`src/rtl/dsp_mac_unit_if.sv`:
```
// Register-file write port shared with the core: the MAC raises wb_req with a
// stable address/data pair until the core answers with wb_ack.
interface dsp_mac_unit_if #(
    parameter int WIDTH = 32
);
    logic             wb_req;
    logic [4:0]       wb_addr;
    logic [WIDTH-1:0] wb_data;
    logic             wb_ack;

    modport master (output wb_req, output wb_addr, output wb_data, input wb_ack);
    modport slave  (input wb_req, input wb_addr, input wb_data, output wb_ack);
endinterface

```
`src/rtl/dsp_mac_unit.sv`:
```
// Iterative 32x32 multiply-accumulate engine. Operands are latched on a start
// edge of r18[0], multiplied one bit per cycle (shift-add on magnitudes), sign
// corrected, folded into a persistent accumulator, then written back as up to
// two words through the register-file write port.
module dsp_mac_unit #(
    parameter int WIDTH     = 32,
    parameter int ACC_WIDTH = 2 * WIDTH
) (
    input  logic                 clk,
    input  logic                 rst_n,
    input  logic [WIDTH-1:0]     r16,
    input  logic [WIDTH-1:0]     r17,
    input  logic [WIDTH-1:0]     r18,
    dsp_mac_unit_if.master       wb,
    output logic                 busy,
    output logic                 done,
    output logic [ACC_WIDTH-1:0] acc
);

    typedef enum logic [2:0] {IDLE, MUL, ACC, WB_LO, WB_HI, DONE} state_t;

    state_t               state, state_nxt;
    logic                 start_q;
    logic                 start_evt;
    logic [4:0]           cnt;
    logic [ACC_WIDTH-1:0] mcand;
    logic [WIDTH-1:0]     mplier;
    logic [ACC_WIDTH-1:0] prod;
    logic [ACC_WIDTH-1:0] prod_fix;
    logic [ACC_WIDTH-1:0] acc_q;
    logic                 accum_q;
    logic                 neg_q;
    logic [4:0]           rd_lo_q;
    logic [4:0]           rd_hi_q;
    logic                 unused_ctl;

    // Reserved control bits carry no function.
    assign unused_ctl = ^{r18[WIDTH-1:18], r18[7:3]};

    // Magnitude of an operand; 0x80000000 maps to itself, which read unsigned is 2^31.
    function automatic logic [WIDTH-1:0] mag(input logic [WIDTH-1:0] x, input logic sgn);
        return (sgn && x[WIDTH-1]) ? -x : x;
    endfunction

    assign start_evt = r18[0] && !start_q && (state == IDLE);
    assign prod_fix  = neg_q ? -prod : prod;
    assign acc       = acc_q;

    // Edge detector on the start bit runs in every state.
    always_ff @(posedge clk or negedge rst_n) begin
        if (!rst_n) start_q <= 1'b0;
        else        start_q <= r18[0];
    end

    // State register.
    always_ff @(posedge clk or negedge rst_n) begin
        if (!rst_n) state <= IDLE;
        else        state <= state_nxt;
    end

    // Next-state and write-port outputs; port outputs read zero outside the write states.
    always_comb begin
        state_nxt  = state;
        busy       = (state != IDLE);
        done       = 1'b0;
        wb.wb_req  = 1'b0;
        wb.wb_addr = 5'd0;
        wb.wb_data = '0;
        case (state)
            IDLE:  if (start_evt) state_nxt = MUL;
            MUL:   if (cnt == 5'd31) state_nxt = ACC;
            ACC: begin
                if (rd_lo_q != 5'd0)      state_nxt = WB_LO;
                else if (rd_hi_q != 5'd0) state_nxt = WB_HI;
                else                      state_nxt = DONE;
            end
            WB_LO: begin
                wb.wb_req  = 1'b1;
                wb.wb_addr = rd_lo_q;
                wb.wb_data = acc_q[WIDTH-1:0];
                if (wb.wb_ack) state_nxt = (rd_hi_q != 5'd0) ? WB_HI : DONE;
            end
            WB_HI: begin
                wb.wb_req  = 1'b1;
                wb.wb_addr = rd_hi_q;
                wb.wb_data = acc_q[ACC_WIDTH-1:WIDTH];
                if (wb.wb_ack) state_nxt = DONE;
            end
            DONE: begin
                done      = 1'b1;
                state_nxt = IDLE;
            end
            default: state_nxt = IDLE;
        endcase
    end

    // Datapath: operand capture, shift-add multiply, accumulator update.
    always_ff @(posedge clk or negedge rst_n) begin
        if (!rst_n) begin
            cnt     <= 5'd0;
            mcand   <= '0;
            mplier  <= '0;
            prod    <= '0;
            acc_q   <= '0;
            accum_q <= 1'b0;
            neg_q   <= 1'b0;
            rd_lo_q <= 5'd0;
            rd_hi_q <= 5'd0;
        end else begin
            case (state)
                IDLE: if (start_evt) begin
                    cnt     <= 5'd0;
                    prod    <= '0;
                    mcand   <= {{(ACC_WIDTH-WIDTH){1'b0}}, mag(r16, r18[2])};
                    mplier  <= mag(r17, r18[2]);
                    accum_q <= r18[1];
                    neg_q   <= r18[2] && (r16[WIDTH-1] ^ r17[WIDTH-1]);
                    rd_lo_q <= r18[12:8];
                    rd_hi_q <= r18[17:13];
                end
                MUL: begin
                    if (mplier[0]) prod <= prod + mcand;
                    mcand  <= mcand << 1;
                    mplier <= mplier >> 1;
                    cnt    <= cnt + 5'd1;
                end
                ACC: acc_q <= accum_q ? acc_q + prod_fix : prod_fix;
                default: ;
            endcase
        end
    end

endmodule

```
`src/flat_wrapper.sv`:
```
// flat-port wrapper written by rule: the top's interface ports become plain ports
module dsp_mac_unit_flat 
#(
    parameter int WIDTH     = 32,
    parameter int ACC_WIDTH = 2 * WIDTH
)
  (clk, rst_n, r16, r17, r18, busy, done, acc, wb_wb_req, wb_wb_addr, wb_wb_data, wb_wb_ack);
  dsp_mac_unit_if #(.WIDTH(WIDTH)) wb_i ();
  input  logic clk;
  input  logic rst_n;
  input  logic [WIDTH-1:0] r16;
  input  logic [WIDTH-1:0] r17;
  input  logic [WIDTH-1:0] r18;
  output logic busy;
  output logic done;
  output logic [ACC_WIDTH-1:0] acc;
  output wire logic [$bits(wb_i.wb_req)-1:0] wb_wb_req;
  output wire logic [$bits(wb_i.wb_addr)-1:0] wb_wb_addr;
  output wire logic [$bits(wb_i.wb_data)-1:0] wb_wb_data;
  input wire logic [$bits(wb_i.wb_ack)-1:0] wb_wb_ack;
  assign wb_wb_req = wb_i.wb_req;
  assign wb_wb_addr = wb_i.wb_addr;
  assign wb_wb_data = wb_i.wb_data;
  assign wb_i.wb_ack = wb_wb_ack;
  dsp_mac_unit #(.WIDTH(WIDTH), .ACC_WIDTH(ACC_WIDTH)) u_core (.clk(clk), .rst_n(rst_n), .r16(r16), .r17(r17), .r18(r18), .wb(wb_i), .busy(busy), .done(done), .acc(acc));
endmodule
```
`config.mk`:
```
export PLATFORM = sky130hd
export DESIGN_NAME = dsp_mac_unit_flat
export DESIGN_NICKNAME = d
export VERILOG_FILES = /design/src/rtl/dsp_mac_unit_if.sv /design/src/rtl/dsp_mac_unit.sv /design/src/flat_wrapper.sv
export SDC_FILE = /design/constraint.sdc
export NUM_CORES = 1
export LEC_CHECK = 0
export ABC_AREA = 1
export CORE_AREA = 2 2 215 217
export DETAILED_ROUTE_END_ITERATION = 12
export DIE_AREA = 0 0 217 219
export PLACE_DENSITY = 0.78
export SYNTH_ARGS = -nofsm -noshare
export SYNTH_HDL_FRONTEND = slang
export SYNTH_SLANG_ARGS = --single-unit
```
`constraint.sdc`:
```
create_clock -name clk -period 3.02 [get_ports clk]
set_input_delay 0.453 -clock clk [delete_from_list [all_inputs] [get_ports clk]]
set_output_delay 0.453 -clock clk [all_outputs]
set_load 0.02 [all_outputs]
```
; ---- After elaboration in Yosys (flattened, before gate mapping)
; Index checks and enable logic that the tools add are counted.
[totals]
word_cells = 69
regBits = 245
output_inout_bits = 104
in_bits = 99
[classes]
muxes = 24
add_sub_neg = 6
bitwise = 1
n_reduce_logical = 16
n_eq_ne = 11
[op_table]
columns = op, count
row1 = 64-bit 2-to-1 mux, 5
row2 = 64-bit case mux with 2 select lines, 2
row3 = 64-bit adder, 2
row4 = 32-bit case mux with 2 select lines, 2
row5 = 32-bit 2-to-1 mux, 3
row6 = 32-bit negation, 2
row7 = 64-bit negation, 1
row8 = 5-bit case mux with 2 select lines, 2
row9 = 3-bit 2-to-1 mux, 5
row10 = 3-bit case mux with 5 select lines, 1
row11 = 5-bit nonzero test, 2
row12 = "3-bit by 2-bit equality test with 1-bit output, second input constant", 2
row13 = "3-bit equality test, second input constant", 2
row14 = "2-bit by 1-bit inequality test with 1-bit output, second input constant", 3
row15 = "5-bit by 1-bit adder with 5-bit output, second input constant", 1
row16 = "5-bit equality test, second input constant", 1
row17 = 1-bit logical AND, 5
row18 = 5-bit 2-to-1 mux, 1
row19 = "2-bit inequality test, second input constant", 2
row20 = 2-bit AND reduction, 2
row21 = 4-bit AND reduction, 1
row22 = "3-bit by 1-bit equality test with 1-bit output, second input constant", 1
row23 = 3-bit zero test, 1
row24 = 1-bit 2-to-1 mux, 3
row25 = 6 further kinds, 6

; ---- Depth between registers and ports, before layout
[logic_depth]
word_depth = 5
depth_mapped = 29
depth_no_buf = 29

; ---- Worst setup path after synthesis
; OpenSTA, ideal clock, no wires.
[synth_timing]
path_kind = register -> register
from = reg u_core.prod[1]
to = reg u_core.acc_q[48] (netlist: u_core.acc[48])
t_arrival_ns = 2.974
period_less_slack_ns = 3.091
path_slack_ns = -0.071
setup_time_ns = 0.117
path_stages_with_launch = 23
path_buffers = 0
required_ns = 2.903
cell_sequence = dfrtp_1 inv_1 ha_1 nand2_1 nor2_4 nand3_1 nor2_1 nand2_1 nand2_1 xor2_1 inv_1 ha_1 inv_1 nor3_1 inv_1 nor2_1 nand2_1 nor3_1 nand2_1 nand4_1 nand3_1 nand2_1 nand2_1
[synth_between]
elab_chain_len = 4
[synth_rtl]
columns = item, line
row1 = "start, declared", dsp_mac_unit.sv:28  ; logic [ACC_WIDTH-1:0] prod;
row2 = "start signal, assigned", dsp_mac_unit.sv:122  ; if (mplier[0]) prod <= prod + mcand;
row3 = 64-bit negation, dsp_mac_unit.sv:46  ; assign prod_fix = neg_q ? -prod : prod;
row4 = 64-bit 2-to-1 mux (*), dsp_mac_unit.sv:46
row5 = 64-bit adder, dsp_mac_unit.sv:127  ; ACC: acc_q <= accum_q ? acc_q + prod_fix : prod_fix;
row6 = 64-bit 2-to-1 mux (*), dsp_mac_unit.sv:127
row7 = "end signal, assigned", dsp_mac_unit.sv:127
row8 = "end, declared", dsp_mac_unit.sv:30  ; logic [ACC_WIDTH-1:0] acc_q;
; Every way passes the cells marked *; elsewhere a longest branch is shown, timed or not.
; A chain may end at the register's enable or synchronous reset.

; ---- Worst setup path in the final report
[layout_timing]
from = reg u_core.prod[14]
to = reg u_core.acc_q[56] (netlist: u_core.acc[56])
; Same word-level chain as after synthesis.

==> summary.md <==
| Metric | Value |
|---|---|
| Status | `finished, violations left` |
| Failing checks | `setup timing` |
| CP endpoint kind | `flop` |
| Syn Area/Cell | `5.93 sq um` |
| Reg-to-reg slack, setup | `-0.61 ns` |
| Number of global-route vias before repair | `about 29000` |
| Average vias per placed instance | `~5.8` |
| Routed Antenna Nets | `0` |
| Simple-gate share of the synthesized area | `0.374` |
| Cell Rows | `78` |
| CTS max path bufs | `3` |
| Starting DRT DRC Count | `approximately 3500` |
| Max-Cap Viols | `0` |
| Crit Path Max Fanout | `6` |
| Fmax | `roughly 0.28 GHz` |
| DRC Markers | `0` |
| PortBufs | `about 180` |
| Final Hold Viols | `0` |
| Met3 usage | `0.0527` |
| Core Area | `roughly 45000 sq um` |
| Drt total wl | `between 100000 and 150000 um` |
| GR Overflow Total | `0` |
| Netlist cell types | `42` |
| Share of layout cells above drive strength 1 | `0.240` |
| Num ports | `203` |
| Mapped cell area | `around 25000 sq um` |
| Critical path type | `flop to flop` |
| Slew HR | `0.250` |
| First-pass GRT wire length | `between 150000 and 200000 um` |
| Final setup violation count | `57` |
| Unrepaired setup endpoints after global routing | `yes` |
| Synth Area in Compound Gates | `0.153` |
| Clk_lat worst skew | `about 0.63 ns` |
| Yosys warnings | `0` |
| R2r startpoint | `u_core.prod[14]` |
| DP HPWL | `between 70000 and 80000 um` |
| WL/cell | `19.9 um` |
| Initial antenna violation count | `0` |
| Final Max Slew Viols | `0` |
| Largest family of logic cells by synthesized area | `simple AND/OR/NAND/NOR gates` |
| TritonCTS Buffers | `30` |
| GRT Overall Usage | `0.425` |
| Final worst setup slack | `-0.615 ns` |
| HP Class | `primary input to asynchronous set/reset pin` |
| Most Crowded Layer GR | `met2` |
| Mux contribution to synthesized area | `0` |
| Worst R2R End | `u_core.acc[56]` |
| Largest net degree at the start of global routing | `90` |
| Die width | `about 220 um` |
| Final core occ | `0.772` |
| Initial core utilization | `0.543` |
| Crit start category | `flop` |
| Layout Skew | `~0.028 ns` |
| Grt met1 use | `0.553` |
| Final worst-path cycle share | `1.20` |
| Post-synthesis instance total | `roughly 4100` |
| Setup TNS Final | `-22.83 ns` |
| Vias post-DR | `31200` |
| Clk sink count | `245` |
| CTS Root Cell | `clkbuf_16` |
| Full die area | `47500 sq um` |
| Req. time, crit path | `3.52 ns` |
| Seq/Total Area, Yosys | `0.250` |
| FILL cells | `around 3500` |
| Synth-to-Final Area Change | `42.0%` |
| Net Count, Synth | `approximately 4400` |
| H-tree Lvls | `1` |
| Non-Filler Instances | `approximately 5400` |
| Worst-margin pin slew | `approximately 1.1 ns` |
| Post-route minimum period | `roughly 3.6 ns` |
| Worst Reg2Reg Path Length in Cells | `23` |
| DIE HEIGHT | `roughly 220 um` |
| Grt met2 use | `0.697` |
| Synth Register Bits | `245` |
| Placed instance count | `approximately 5300` |
| Nets@finish | `about 5000` |
| DR pass1 iterations | `8` |
| Diode count | `0` |
| CTS clock-pin slew for the worst setup and hold paths | `roughly 0.060 ns` |
| Post-synthesis adder-cell area fraction | `0.0757` |
| CTS tree | `built` |
| Worst EP arrival | `a little over 4 ns` |
| Synth Area in XOR/XNOR | `0.0347` |
| GP Congestion | `between 1 and 1.5` |
metal layers:
layer,vias up,share of wire
li1,14600,-
met1,14400,0.39
met2,1720,0.45
met3,453,0.090
met4,0,0.068
met5,-,0
critical path: stages, from the launching register on:
cell and delay [ns]:
dfrtp_1 0.48, nor2_2 0.21, nand2_2 0.11, nor2_4 0.14
nand2_4 0.10, nor2_4 0.13, buf_4 0.13, inv_1 0.05
o21ai_4 0.17, nand2_1 0.08, nand2_1 0.10, nand2_2 0.10
ha_1 0.30, a21oi_1 0.28, o21ai_2 0.13, buf_4 0.16
a21oi_2 0.17, nand2_4 0.09, a21oi_4 0.16, nand2_1 0.08
nand2_1 0.07, nand3_1 0.08, nand3_1 0.11, nand2_1 0.06
Yosys cell counts:
cell type	instances	share of area
o211ai_1	43	0.013
dfrtp_1	245	0.25
or2_2	13	0.0033
nand4_1	36	0.0092
nor3_2	1	0.00041
xnor2_1	30	0.011
a21boi_0	3	0.00092
xor2_1	67	0.024
nand2_1	1304	0.20
buf_1	10	0.0015
o31ai_1	5	0.0015
o311ai_0	4	0.0014
o221ai_1	21	0.0075
nor3_1	52	0.011
a31oi_1	4	0.0010
and2_1	1	0.00026
o21a_1	3	0.00092
inv_1	627	0.096
nand3b_1	22	0.0067
o21ai_2	1	0.00036
o21bai_1	32	0.0098
nand2_2	1	0.00026
inv_2	4	0.00061
o21ai_0	247	0.050
nor2_2	3	0.00077
a311oi_1	1	0.00036
a21o_1	4	0.0012
nand3_1	320	0.065
nor2_4	2	0.00092
a21oi_1	226	0.046
nor3b_1	1	0.00031
fa_1	2	0.0016
nor2_1	481	0.074
o22ai_1	56	0.014
o21ai_1	16	0.0033
clkinv_1	1	0.00015
nor3_4	1	0.00066
a22o_1	2	0.00071
clkbuf_1	67	0.010
ha_1	145	0.074
nor4_1	8	0.0020
buf_2	17	0.0035
placed cells by master, fill, tap and decap left out, drive strengths merged, types with 5 or more instances in the layout:
cell type and instances:
a21oi 226, buf 544, clkbuf 36, clkdlybuf4s50 177, clkinv 10, clkinvlp 5
dfrtp 245, ha 145, inv 634, nand2 1305, nand3 320, nand3b 22
nand4 36, nor2 486, nor3 54, nor4 8, o211ai 43, o21ai 264
o21bai 32, o221ai 21, o22ai 56, o31ai 5, or2 13, xnor2 30
xor2 67
sequential cells by signal (all words and copies together) (netlist names):
name            flops
u_core.start_q      1
u_core.rd_hi_q      5
u_core.accum_q      1
u_core.prod        64
u_core.state        3
u_core.mcand       64
u_core.rd_lo_q      5
u_core.mplier      32
u_core.acc         64
u_core.neg_q        1
u_core.cnt          5
metrics by stage:
step	hold WS, ns	area [sq um]	setup slack, ns
final	0.307	34800	-0.615
after global routing	0.327	34800	-0.805
after CTS	0.306	33200	-0.318
after detailed placement	0.343	30500	-0.605
after global placement	0.343	30500	-0.531
after floorplan	0.157	24500	-0.0364
worst max path at each step:
stage,from,cells past startpoint,slack (ns),end
6_report,u_core.prod[14],23,-0.61,u_core.acc[56]
3_3_place_gp,u_core.prod[0],25,-0.53,u_core.acc[49]
5_1_grt,u_core.prod[14],23,-0.81,u_core.acc[52]
3_5_place_dp,u_core.prod[0],24,-0.61,u_core.acc[61]
2_1_floorplan,u_core.prod[1],22,-0.04,u_core.acc[48]
4_1_cts,u_core.prod[4],22,-0.32,u_core.acc[43]
timing repair:
| item | 4_1_cts | 5_1_grt |
|---|---|---|
| resized for setup | 371 | 368 |
| setup buffers | 33 | 27 |
| hold endpoints to repair | 33 | 0 |
| hold buffers | 1 | 0 |
| pin swaps | 67 | 190 |
| setup endpoints to repair | 62 | 73 |
cells by family (layout without fill, tap and decap cells):
family          after synthesis  after routing
buf+inv                     726           1415
xor+xnor                     97             97
compound gates              668            668
flops                       245            245
simple gates               2246           2246
fa+ha+maj                   147            147
layout make-up:
| type | count | area (sq um) | share of cell area |
|---|---|---|---|
| tap | 600 | 751 | 0.0216 |
| sequential | 245 | 6140 | 0.176 |
| inverter | 632 | 2390 | 0.0686 |
| multi-input combinational | 3158 | 18300 | 0.526 |
| clock inverter | 20 | 243 | 0.00697 |
| clock buffer | 36 | 803 | 0.0231 |
| timing repair buffer | 727 | 6160 | 0.177 |
Power is left out: the tool's default activity adds up to more than one toggle a clock period on the data nets, which glitch-free logic cannot reach.
